## config.mk

```make
export PLATFORM = sky130hd
export DESIGN_NAME = rf_scan_ctrl_flat
export DESIGN_NICKNAME = d
export VERILOG_FILES = /design/src/rtl/rf_scan_ctrl_pkg.sv /design/src/rtl/rf_scan_ctrl_if.sv /design/src/rtl/rf_port_arb.sv /design/src/rtl/rf_scan_ctrl.sv /design/src/flat_wrapper.sv
export SDC_FILE = /design/constraint.sdc
export NUM_CORES = 1
export LEC_CHECK = 0
export CORE_ASPECT_RATIO = 1.75
export CORE_UTILIZATION = 44
export CTS_CLUSTER_SIZE = 20
export DETAILED_ROUTE_END_ITERATION = 12
export GPL_TIMING_DRIVEN = 0
export HOLD_SLACK_MARGIN = 0.1
export PLACE_DENSITY = 0.93
export SLEW_MARGIN = 20
export SYNTH_ARGS = -nofsm -noshare
export SYNTH_HDL_FRONTEND = slang
export SYNTH_SLANG_ARGS = --single-unit
```

## constraint.sdc

```tcl
create_clock -name clk -period 3.6 [get_ports clk]
set_clock_uncertainty 0.2 [all_clocks]
set_input_delay 0.72 -clock clk [delete_from_list [all_inputs] [get_ports clk]]
set_output_delay 0.72 -clock clk [all_outputs]
set_load 0.03 [all_outputs]
```

## src/rtl/rf_scan_ctrl_pkg.sv

```systemverilog
// rf_scan_pkg: shared definitions for the register-file scan controller.
//   AW_DEF / DW_DEF : default address / data widths (32 x 32-bit registers).
//   state_e         : sequencer state encoding (IDLE, WAIT, REQ).
//   addr_first()    : first address of the scan range (x0 skipped or not).
package rf_scan_pkg;

    localparam int AW_DEF = 5;
    localparam int DW_DEF = 32;

    typedef enum logic [1:0] {
        ST_IDLE = 2'd0,
        ST_WAIT = 2'd1,
        ST_REQ  = 2'd2
    } state_e;

    function automatic int unsigned addr_first(input bit skip_zero);
        return skip_zero ? 32'd1 : 32'd0;
    endfunction

endpackage

```

## src/rtl/rf_scan_ctrl_if.sv

```systemverilog
// rf_scan_ctrl_if: the shared register-file read port plus the CPU-side request.
//   cpu_rd_req  : CPU asks for the read port (level, may stay high).
//   cpu_rd_addr : CPU read address.
//   cpu_rd_gnt  : CPU owns the port this cycle (combinational).
//   rf_raddr    : address presented to the RF read port (combinational).
//   rf_rdata    : RF read data, combinational from rf_raddr.
// Handshake: a CPU read happens in every cycle where cpu_rd_req and cpu_rd_gnt
// are both high; rf_rdata in that cycle belongs to cpu_rd_addr. When req is high
// and gnt low the scanner has the port and the CPU must retry next cycle.
interface rf_scan_ctrl_if #(
    parameter int AW = 5,
    parameter int DW = 32
);
    logic          cpu_rd_req;
    logic [AW-1:0] cpu_rd_addr;
    logic          cpu_rd_gnt;
    logic [AW-1:0] rf_raddr;
    logic [DW-1:0] rf_rdata;

    // Requester / register-file side.
    modport master (
        output cpu_rd_req, cpu_rd_addr, rf_rdata,
        input  cpu_rd_gnt, rf_raddr
    );

    // Scan controller side.
    modport slave (
        input  cpu_rd_req, cpu_rd_addr, rf_rdata,
        output cpu_rd_gnt, rf_raddr
    );
endinterface

```

## src/rtl/rf_port_arb.sv

```systemverilog
// rf_port_arb: arbitrates the single RF read port between the CPU and the scanner.
//   clk, rstn     : clock, synchronous active-low reset.
//   scan_req_i    : scanner is requesting (controller in REQ).
//   capture_i     : scanner read is being captured this cycle.
//   cpu_rd_req_i  : CPU request.
//   scan_addr_i   : scanner address.
//   cpu_rd_addr_i : CPU address.
//   scan_win_o    : scanner owns the port this cycle.
//   cpu_rd_gnt_o  : CPU owns the port this cycle.
//   rf_raddr_o    : address to the RF read port.
// The CPU wins by default; after MAX_STARVE consecutive CPU-won cycles a pending
// scanner request takes one cycle.
module rf_port_arb #(
    parameter int          AW         = 5,
    parameter int unsigned MAX_STARVE = 4
) (
    input  logic          clk,
    input  logic          rstn,
    input  logic          scan_req_i,
    input  logic          capture_i,
    input  logic          cpu_rd_req_i,
    input  logic [AW-1:0] scan_addr_i,
    input  logic [AW-1:0] cpu_rd_addr_i,
    output logic          scan_win_o,
    output logic          cpu_rd_gnt_o,
    output logic [AW-1:0] rf_raddr_o
);
    localparam logic [3:0] STARVE_MAX = 4'(MAX_STARVE);

    logic [3:0] starve_q, starve_d;

    always_comb begin
        scan_win_o   = scan_req_i && (!cpu_rd_req_i || (starve_q == STARVE_MAX));
        cpu_rd_gnt_o = cpu_rd_req_i && !scan_win_o;
        rf_raddr_o   = scan_win_o ? scan_addr_i : cpu_rd_addr_i;
    end

    // Counts CPU-won cycles while the scanner waits. An abandoned request
    // (scan_en dropped) leaves a stale count for one IDLE cycle; it is cleared
    // there, well before REQ can be re-entered through WAIT.
    always_comb begin
        starve_d = starve_q;
        if (!scan_req_i || capture_i) begin
            starve_d = 4'd0;
        end else if (starve_q != STARVE_MAX) begin
            starve_d = starve_q + 4'd1;
        end
    end

    always_ff @(posedge clk) begin
        if (!rstn) begin
            starve_q <= 4'd0;
        end else begin
            starve_q <= starve_d;
        end
    end
endmodule

```

## src/rtl/rf_scan_ctrl.sv

```systemverilog
// rf_scan_ctrl: steps a scan address through the register file, one register per
// step tick, capturing each value for the debug display, while sharing the RF
// read port with the CPU.
//   clk, rstn  : clock, synchronous active-low reset.
//   step_tick  : one-cycle advance pulse.
//   scan_en    : scanning enabled.
//   hold       : ticks ignored while high.
//   load_en    : load load_addr into the scan address (any state).
//   load_addr  : address to load.
//   rd         : CPU request / RF read port bundle (slave side).
//   disp_data  : last captured register value.
//   disp_addr  : address of disp_data.
//   disp_valid : one-cycle pulse when disp_data updates.
//   busy       : high while a scan read is pending (REQ).
//   dbg_state  : current sequencer state.
module rf_scan_ctrl
    import rf_scan_pkg::*;
#(
    parameter int          AW         = AW_DEF,
    parameter int          DW         = DW_DEF,
    parameter bit          SKIP_ZERO  = 1'b1,
    parameter int unsigned MAX_STARVE = 4
) (
    input  logic          clk,
    input  logic          rstn,
    input  logic          step_tick,
    input  logic          scan_en,
    input  logic          hold,
    input  logic          load_en,
    input  logic [AW-1:0] load_addr,
    rf_scan_ctrl_if.slave rd,
    output logic [DW-1:0] disp_data,
    output logic [AW-1:0] disp_addr,
    output logic          disp_valid,
    output logic          busy,
    output state_e        dbg_state
);
    localparam logic [AW-1:0] ADDR_FIRST = AW'(addr_first(SKIP_ZERO));
    localparam logic [AW-1:0] ADDR_LAST  = '1;

    state_e        state_q, state_d;
    logic [AW-1:0] scan_addr_q, scan_addr_d;
    logic [DW-1:0] disp_data_q, disp_data_d;
    logic [AW-1:0] disp_addr_q, disp_addr_d;
    logic          disp_valid_q, disp_valid_d;
    logic          scan_req, scan_win, capture;

    assign scan_req = (state_q == ST_REQ);
    // Winning the port only captures if scanning is still enabled; a drop of
    // scan_en in REQ abandons the read.
    assign capture  = scan_win && scan_en;

    rf_port_arb #(
        .AW         (AW),
        .MAX_STARVE (MAX_STARVE)
    ) u_arb (
        .clk           (clk),
        .rstn          (rstn),
        .scan_req_i    (scan_req),
        .capture_i     (capture),
        .cpu_rd_req_i  (rd.cpu_rd_req),
        .scan_addr_i   (scan_addr_q),
        .cpu_rd_addr_i (rd.cpu_rd_addr),
        .scan_win_o    (scan_win),
        .cpu_rd_gnt_o  (rd.cpu_rd_gnt),
        .rf_raddr_o    (rd.rf_raddr)
    );

    always_comb begin
        state_d      = state_q;
        scan_addr_d  = scan_addr_q;
        disp_data_d  = disp_data_q;
        disp_addr_d  = disp_addr_q;
        disp_valid_d = capture;

        case (state_q)
            ST_IDLE: if (scan_en) state_d = ST_WAIT;
            ST_WAIT: begin
                if (!scan_en)                 state_d = ST_IDLE;
                else if (step_tick && !hold)  state_d = ST_REQ;
            end
            ST_REQ: begin
                if (!scan_en)      state_d = ST_IDLE;
                else if (scan_win) state_d = ST_WAIT;
            end
            default: state_d = ST_IDLE;
        endcase

        if (capture) begin
            disp_data_d = rd.rf_rdata;
            disp_addr_d = scan_addr_q;
            scan_addr_d = (scan_addr_q == ADDR_LAST) ? ADDR_FIRST : scan_addr_q + 1'b1;
        end

        // Load overrides the capture increment; ADDR_FIRST is 1 only when x0 is skipped.
        if (load_en) begin
            scan_addr_d = (load_addr == '0) ? ADDR_FIRST : load_addr;
        end
    end

    always_ff @(posedge clk) begin
        if (!rstn) begin
            state_q      <= ST_IDLE;
            scan_addr_q  <= ADDR_FIRST;
            disp_data_q  <= '0;
            disp_addr_q  <= '0;
            disp_valid_q <= 1'b0;
        end else begin
            state_q      <= state_d;
            scan_addr_q  <= scan_addr_d;
            disp_data_q  <= disp_data_d;
            disp_addr_q  <= disp_addr_d;
            disp_valid_q <= disp_valid_d;
        end
    end

    assign disp_data  = disp_data_q;
    assign disp_addr  = disp_addr_q;
    assign disp_valid = disp_valid_q;
    assign busy       = scan_req;
    assign dbg_state  = state_q;
endmodule

```

## src/flat_wrapper.sv

```systemverilog
// flat-port wrapper written by rule: the top's interface ports become plain ports
module rf_scan_ctrl_flat import rf_scan_pkg::*;
#(
    parameter int          AW         = AW_DEF,
    parameter int          DW         = DW_DEF,
    parameter bit          SKIP_ZERO  = 1'b1,
    parameter int unsigned MAX_STARVE = 4
)
  (clk, rstn, step_tick, scan_en, hold, load_en, load_addr, disp_data, disp_addr, disp_valid, busy, dbg_state, rd_cpu_rd_req, rd_cpu_rd_addr, rd_rf_rdata, rd_cpu_rd_gnt, rd_rf_raddr);
  rf_scan_ctrl_if #(.AW(AW), .DW(DW)) rd_i ();
  input  logic clk;
  input  logic rstn;
  input  logic step_tick;
  input  logic scan_en;
  input  logic hold;
  input  logic load_en;
  input  logic [AW-1:0] load_addr;
  output logic [DW-1:0] disp_data;
  output logic [AW-1:0] disp_addr;
  output logic disp_valid;
  output logic busy;
  output state_e dbg_state;
  input wire logic [$bits(rd_i.cpu_rd_req)-1:0] rd_cpu_rd_req;
  input wire logic [$bits(rd_i.cpu_rd_addr)-1:0] rd_cpu_rd_addr;
  input wire logic [$bits(rd_i.rf_rdata)-1:0] rd_rf_rdata;
  output wire logic [$bits(rd_i.cpu_rd_gnt)-1:0] rd_cpu_rd_gnt;
  output wire logic [$bits(rd_i.rf_raddr)-1:0] rd_rf_raddr;
  assign rd_i.cpu_rd_req = rd_cpu_rd_req;
  assign rd_i.cpu_rd_addr = rd_cpu_rd_addr;
  assign rd_i.rf_rdata = rd_rf_rdata;
  assign rd_cpu_rd_gnt = rd_i.cpu_rd_gnt;
  assign rd_rf_raddr = rd_i.rf_raddr;
  rf_scan_ctrl #(.AW(AW), .DW(DW), .SKIP_ZERO(SKIP_ZERO), .MAX_STARVE(MAX_STARVE)) u_core (.clk(clk), .rstn(rstn), .step_tick(step_tick), .scan_en(scan_en), .hold(hold), .load_en(load_en), .load_addr(load_addr), .rd(rd_i), .disp_data(disp_data), .disp_addr(disp_addr), .disp_valid(disp_valid), .busy(busy), .dbg_state(dbg_state));
endmodule
```

==> qor.yml, run 1 <==
clocking:
  post_cts_buffers: 0
  clock_latency_ns: 0.29
  cts.htree.levels: 2
  clock_sinks: 49
  cts_root_buffer: "clkbuf_8"
  cts.clk_slew.worst_paths_ns: 0.09
  cts-resized-gates: 0
  cts_hold_buf: 0
  cts_tree: "built"
  cts_made_buffers: 5
  cts_buffer_depth: 2
min_path:
  hp-class: "flop to flop"
  min_from: "u_core.disp_data[29]"
routing:
  via_per_inst: 5.13
  drt-initial-drc-count: 24
  wl_per_cell_um: 13.4
  drt_wl_total_um: 5370
  num_vias: 2056
  antenna_left: 0
  drt-pass1-iter-count: 5
  drc: 0
critical_path:
  r2r-start: "u_core.u_arb.starve_q[0]"
  critPathLaunchType: "primary input"
  cp_common_cell: "clkdlybuf4s50_1"
  crit_type: "primary input to output pin"
  path_cells: "clkdlybuf4s50_1 -> a21oi_2 -> mux2_2 -> clkdlybuf4s50_1"
  cp-startpoint: "rd_cpu_rd_req"
  crit_slowest_cell: "clkdlybuf4s50_1"
  cp_slowest_stage_delay_ns: 0.59
  cp.arrival_ns: 2.58
  critPathCaptureType: "output pin"
  worstPathRequired_ns: 2.68
  cp_max_fo: 7
placement:
  place_congestion: 0.753
  hpwl_um: 4110
  dp.cells: 393
  portBuffers: 93
finish:
  syn2layout_area_growth_pct: 52.2
  nNetsFinal: 401
  fin_util: 0.692
  seq_area_um2: 981
  fillers: 383
  drive_above_1_share: 0.0745
  fin_cells: 401
  multi_input_area_mm2: 0.00102
  antennaDiodeCount: 0
timing:
  worst_slew_pin_slew_ns: 0.462
  tns_ns: 0
  hold_violations: 0
  rsz0062_at_grt: "false"
  period_needed_ns: 3.50
  timing.fmax_ghz: 0.286
  relSlewSlack: 0.692
  drv_slew: 0
  finalSetupViolCount: 0
  post-route-period-util: 0.973
logic_synthesis:
  synth_edf_count: 0
  synth_area_mm2: 0.00212
  synth_common_cells: "nand2_1, dfxtp_1, a21boi_1"
  ys_ff_latch: 49
  synth_top_area_cell: "dfxtp_1"
  synth_seq_area_share: 0.463
  synth_top_cell_area_share: 0.463
  yosysWarnings: 0
  synthFlopType: "dfxtp_1"
  yosys.cell_count.top_type: "nand2_1"
  syn-num-nets: 301
  async_reset_ff_frac: 0
  ys_types: 34
  syn_area_per_cell_um2: 8.55
  syn-instance-count: 248
  synth_area_leaders: "dfxtp_1, nand2_1, a21boi_1"
global_route:
  grt_overflow: 0
  grt_max_degree: 16
  grt.total_usage: 0.222
  grt_pass1_wl_um: 8490
  first_global_vias: 1959
  antenna_found_initial: 0
floorplan:
  placementRows: 33
  die_w_um: 54.5
  die-area_mm2: 0.00511
  core_area_mm2: 0.00467
  num_io_pins: 96
  start_util: 0.455
  die_h_um: 93.8
power:
  p_leak_nw: 1.16
  power_density_mw_per_mm2: 328
  vdd_ir_drop_max_v: 0.000408
status:
  status: "finished clean"
run:
  drv_cap: 0
-- area by class of cell --
type / instances / area share
plain buffers: 16 / 0.0295
clock buffers: 6 / 0.0225
clock inverters: 2 / 0.0120
inverters: 6 / 0.00698
multi-input cells: 177 / 0.317
flip-flops and latches: 49 / 0.304
well taps: 52 / 0.0202
repair buffers: 93 / 0.288
-- registers in the layout (all words and copies together), names as in the netlist --
name and flops:
u_core.disp_data 32, u_core.disp_addr 5, u_core.scan_addr_q 5, u_core.u_arb.starve_q 4
u_core.dbg_state 2, u_core.disp_valid 1
-- per-layer routing --
metal  part of all wire  vias to the layer above  routed length, um  GRT usage
met3              0.037                        9                201     0.0469
met2               0.55                       59               2970      0.401
met1               0.38                      958               2060      0.229
met4              0.026                        0                138     0.0962
met5                  0                        -                  0          0
li1                   -                     1030                  -          -
-- through the flow --
step | power (mW) | hold slack, ns | setup slack (ns) | cell area (um^2)
2_1_floorplan | 0.610 | 0.257 | 1.23 | 2120
3_3_place_gp | 0.680 | 0.240 | 0.120 | 3120
3_5_place_dp | 0.683 | 0.244 | 0.101 | 3120
4_1_cts | 1.07 | 0.256 | 0.0993 | 3230
5_1_grt | 1.10 | 0.280 | 0.0337 | 3230
6_report | 1.06 | 0.254 | 0.0989 | 3230
-- final timing paths --
kind              slack [ns]  cells after the start               endpoint
setup reg to reg        1.63                      7  u_core.scan_addr_q[0]
hold reg to reg         0.25                      2   u_core.disp_data[29]
setup / recovery         0.1                      4         rd_rf_raddr[1]
hold / removal          0.25                      2   u_core.disp_data[29]
-- cell families after synthesis --
family	after synthesis	share of synthesized area
xor gates and xnor gates	2	0.00826
muxes	6	0.0313
adders and majority gates	4	0.0236
and+or+nand+nor	103	0.203
buffers and inverters	22	0.0555
DFF	49	0.463
AOI/OAI and AO/OA	62	0.216
-- placed cells by master, fill, tap and decap left out --
| cell | synthesis | routed |
|---|---|---|
| clkdlybuf4s50_1 | 0 | 93 |
| nand2_1 | 80 | 80 |
| dfxtp_1 | 49 | 49 |
| a21boi_1 | 37 | 37 |
| a21oi_1 | 8 | 8 |
| clkbuf_1 | 7 | 8 |
| nor2_1 | 7 | 7 |
| inv_1 | 6 | 6 |
| mux2_2 | 5 | 5 |
| clkbuf_8 | 0 | 5 |
| buf_2 | 4 | 4 |
| o21ai_0 | 4 | 4 |
| ha_1 | 4 | 4 |
| and3_1 | 3 | 3 |
| buf_6 | 3 | 3 |
| nand3_1 | 3 | 3 |
| nor3_1 | 3 | 3 |
| nand2b_1 | 2 | 2 |
| o211a_1 | 2 | 2 |
| xnor2_1 | 2 | 2 |
| a221oi_1 | 2 | 2 |
| buf_4 | 2 | 2 |
| nor3_2 | 2 | 2 |
| nand3b_1 | 1 | 1 |
| a21oi_2 | 1 | 1 |
| and3b_1 | 1 | 1 |
| a22oi_1 | 1 | 1 |
| mux2i_1 | 1 | 1 |
| o211ai_2 | 1 | 1 |
| o32ai_1 | 1 | 1 |
| a211oi_1 | 1 | 1 |
| a31oi_1 | 1 | 1 |
| a211o_1 | 1 | 1 |
| o211ai_1 | 1 | 1 |
| nor4_1 | 1 | 1 |
| a311oi_2 | 1 | 1 |
| clkinv_4 | 0 | 1 |
| bufinv_16 | 0 | 1 |
-- worst max-delay path, delay by kind of cell --
family,cells,cell delay [ns]
mux,1,0.38
buf+inv,2,1.07
compound gates,1,0.40
-- power by group --
part	switching [mW]	internal, mW	total [mW]
registers	0.00686	0.547	0.554
clock network	0.180	0.209	0.388
logic	0.0444	0.0718	0.116
total	0.231	0.827	1.06
No activity file was read; power rests on OpenSTA's default activity.
==> run 2, diff against run 1 <==
--- a/config.mk
+++ b/config.mk
@@ -6,12 +6,13 @@
 export NUM_CORES = 1
 export LEC_CHECK = 0
 export CORE_ASPECT_RATIO = 1.75
-export CORE_UTILIZATION = 44
+export CORE_UTILIZATION = 30
+export CTS_CLUSTER_DIAMETER = 50
 export CTS_CLUSTER_SIZE = 20
 export DETAILED_ROUTE_END_ITERATION = 12
 export GPL_TIMING_DRIVEN = 0
 export HOLD_SLACK_MARGIN = 0.1
-export PLACE_DENSITY = 0.93
+export PLACE_DENSITY = 0.7
 export SLEW_MARGIN = 20
 export SYNTH_ARGS = -nofsm -noshare
 export SYNTH_HDL_FRONTEND = slang
==> run 2 against run 1 <==
  * Via count down 0.39%
  * Cell area increased by 2.2%
  * Sequential cell count stayed put
  * Worst hold slack worse by 0.0036 ns
==> qor.yml, run 2 (synthesis results as in run 1) <==
power:
  p_seq_frac: 0.498  # -0.025
  p_leak_nw: 1.17  # +0.92%
  total_power_mw: 1.11  # +5.2%
  power_density_mw_per_mm2: 337  # +2.9%
  switching_share: 0.211  # -0.00680
  p_int_uw: 878  # +6.1%
  vdd_ir_drop_max_v: 0.000224  # -45%
  switchingPower_uw: 235  # +1.9%
  clkPwrFrac: 0.398  # +0.031
  power_frac_comb: 0.104  # -0.006
finish:
  nNetsFinal: 401  # unchanged
  final_cell_mix: "clkdlybuf4s50_1, nand2_1, dfxtp_1, a21boi_1, clkbuf_1"
  fin_cells: 433  # +8.0%
  stdcell_area_mm2: 0.00330  # +2.2%
  syn2layout_area_growth_pct: 55.6
  layout_commonest_cell: "clkdlybuf4s50_1"
  fin_util: 0.481  # -0.210
  drive_above_1_share: 0.0688  # -0.00573
  antennaDiodeCount: 0  # unchanged
  largest_reg_flops: 32  # unchanged
critical_path:
  critPathCaptureType: "output pin"
  cp_max_fo: 7  # unchanged
  worstPathRequired_ns: 2.68  # about the same
  cp.arrival_ns: 2.49  # -0.09 ns
  crit_type: "primary input to output pin"
  cp-startpoint: "rd_cpu_rd_req"
  r2r-start: "u_core.u_arb.starve_q[0]"
  critPathLaunchType: "primary input"
placement:
  place_ws_ns: 0.0694  # -0.0315 ns
  place_congestion: 0.781  # +3.7%
  dp.cells: 425  # +8.1%
  placed_area_mm2: 0.00316  # +1.3%
  hpwl_um: 4190  # +1.8%
  portBuffers: 93  # unchanged
floorplan:
  core_area_mm2: 0.00686  # +47%
  start_util: 0.309  # -0.145
  die_w_um: 65.6  # +20%
  die_h_um: 113  # +21%
  die-area_mm2: 0.00742  # +45%
  placementRows: 40  # +21%
  num_io_pins: 96  # unchanged
timing:
  worst_slew_pin_slew_ns: 0.460  # -0.00260 ns
  post-route-period-util: 0.948  # -0.0242
  holdWs_ns: 0.250  # -0.00357 ns
  period_needed_ns: 3.41  # -0.0871 ns
  rsz0062_at_grt: "false"
  hold_violations: 0  # unchanged
  tns_ns: 0  # unchanged
  timing.fmax_ghz: 0.293  # +2.6%
  relSlewSlack: 0.693  # +0.00173
  drv_slew: 0  # unchanged
  setup_slack_ns: 0.186  # +0.0871 ns
  finalSetupViolCount: 0  # unchanged
clocking:
  cts_root_buffer: "clkbuf_16"
  cts_made_buffers: 5  # unchanged
  cts.clk_slew.worst_paths_ns: 0.06  # -0.03 ns
  clock_latency_ns: 0.28  # about the same
  cts.htree.levels: 2  # unchanged
  cts_tree: "built"
  clock_sinks: 49  # unchanged
  cts_buffer_depth: 2  # unchanged
global_route:
  grt_pass1_wl_um: 8910  # +4.9%
  antenna_found_initial: 0  # unchanged
  first_global_vias: 1929  # -1.5%
  grt_overflow: 0  # unchanged
  grt_max_degree: 14  # -2
  grt.total_usage: 0.158  # -0.0641
routing:
  drt_wl_total_um: 5520  # +2.8%
  drt-pass1-iter-count: 4  # -1
  via_per_inst: 4.73  # -7.8%
  drc: 0  # unchanged
  wl_per_cell_um: 12.7  # -4.8%
  antenna_left: 0  # unchanged
  num_vias: 2048  # -0.39%
  drt-initial-drc-count: 65  # +170%
min_path:
  hp-class: "flop to flop"
  min_from: "u_core.disp_data[6]"
status:
  status: "finished clean"
run:
  drv_cap: 0  # unchanged
## run 2: worst paths after layout
| check | end | slack (ns) | depth (start not counted) |
|---|---|---|---|
| min | u_core.disp_data[6] | 0.25 | 2 |
| max | rd_rf_raddr[1] | 0.19 | 4 |
| max reg2reg | u_core.scan_addr_q[3] | 1.68 | 7 |
| min reg2reg | u_core.disp_data[6] | 0.25 | 2 |
## run 2: power by group through the flow
stage               sequential (mW)  combinational [mW]  clock, mW
floorplan                     0.567              0.0429          0
global placement              0.567               0.114          0
global route                  0.555               0.124      0.482
CTS                           0.554               0.116      0.461
detailed placement            0.567               0.116          0
finish                        0.555               0.115      0.443
## run 2: final cells by class
class | count | area, um^2
plain buffers | 16 | 95.1
clock buffers | 8 | 136
fillers | 682 | 3560
inverters | 6 | 22.5
multi-input cells | 177 | 1030
flip-flops and latches | 49 | 981
well taps | 84 | 105
repair buffers | 93 | 931
## run 2: per-layer routing
layer / routed length [um] / GRT usage / share of wire
met5: 0 / 0 / 0
met4: 211 / 0.0913 / 0.038
met3: 234 / 0.0383 / 0.042
met2: 2930 / 0.280 / 0.53
met1: 2140 / 0.163 / 0.39
## run 2: worst max-delay path: stages
cell             delay, ns
clkdlybuf4s50_1       0.49
a21oi_4               0.31
mux2_2                0.38
clkdlybuf4s50_1       0.60
## run 2: timing repair
action	in CTS	in global routing
hold buffers	0	0
gates resized for setup	0	1
buffers inserted	0	0
endpoints found under the setup margin	0	1
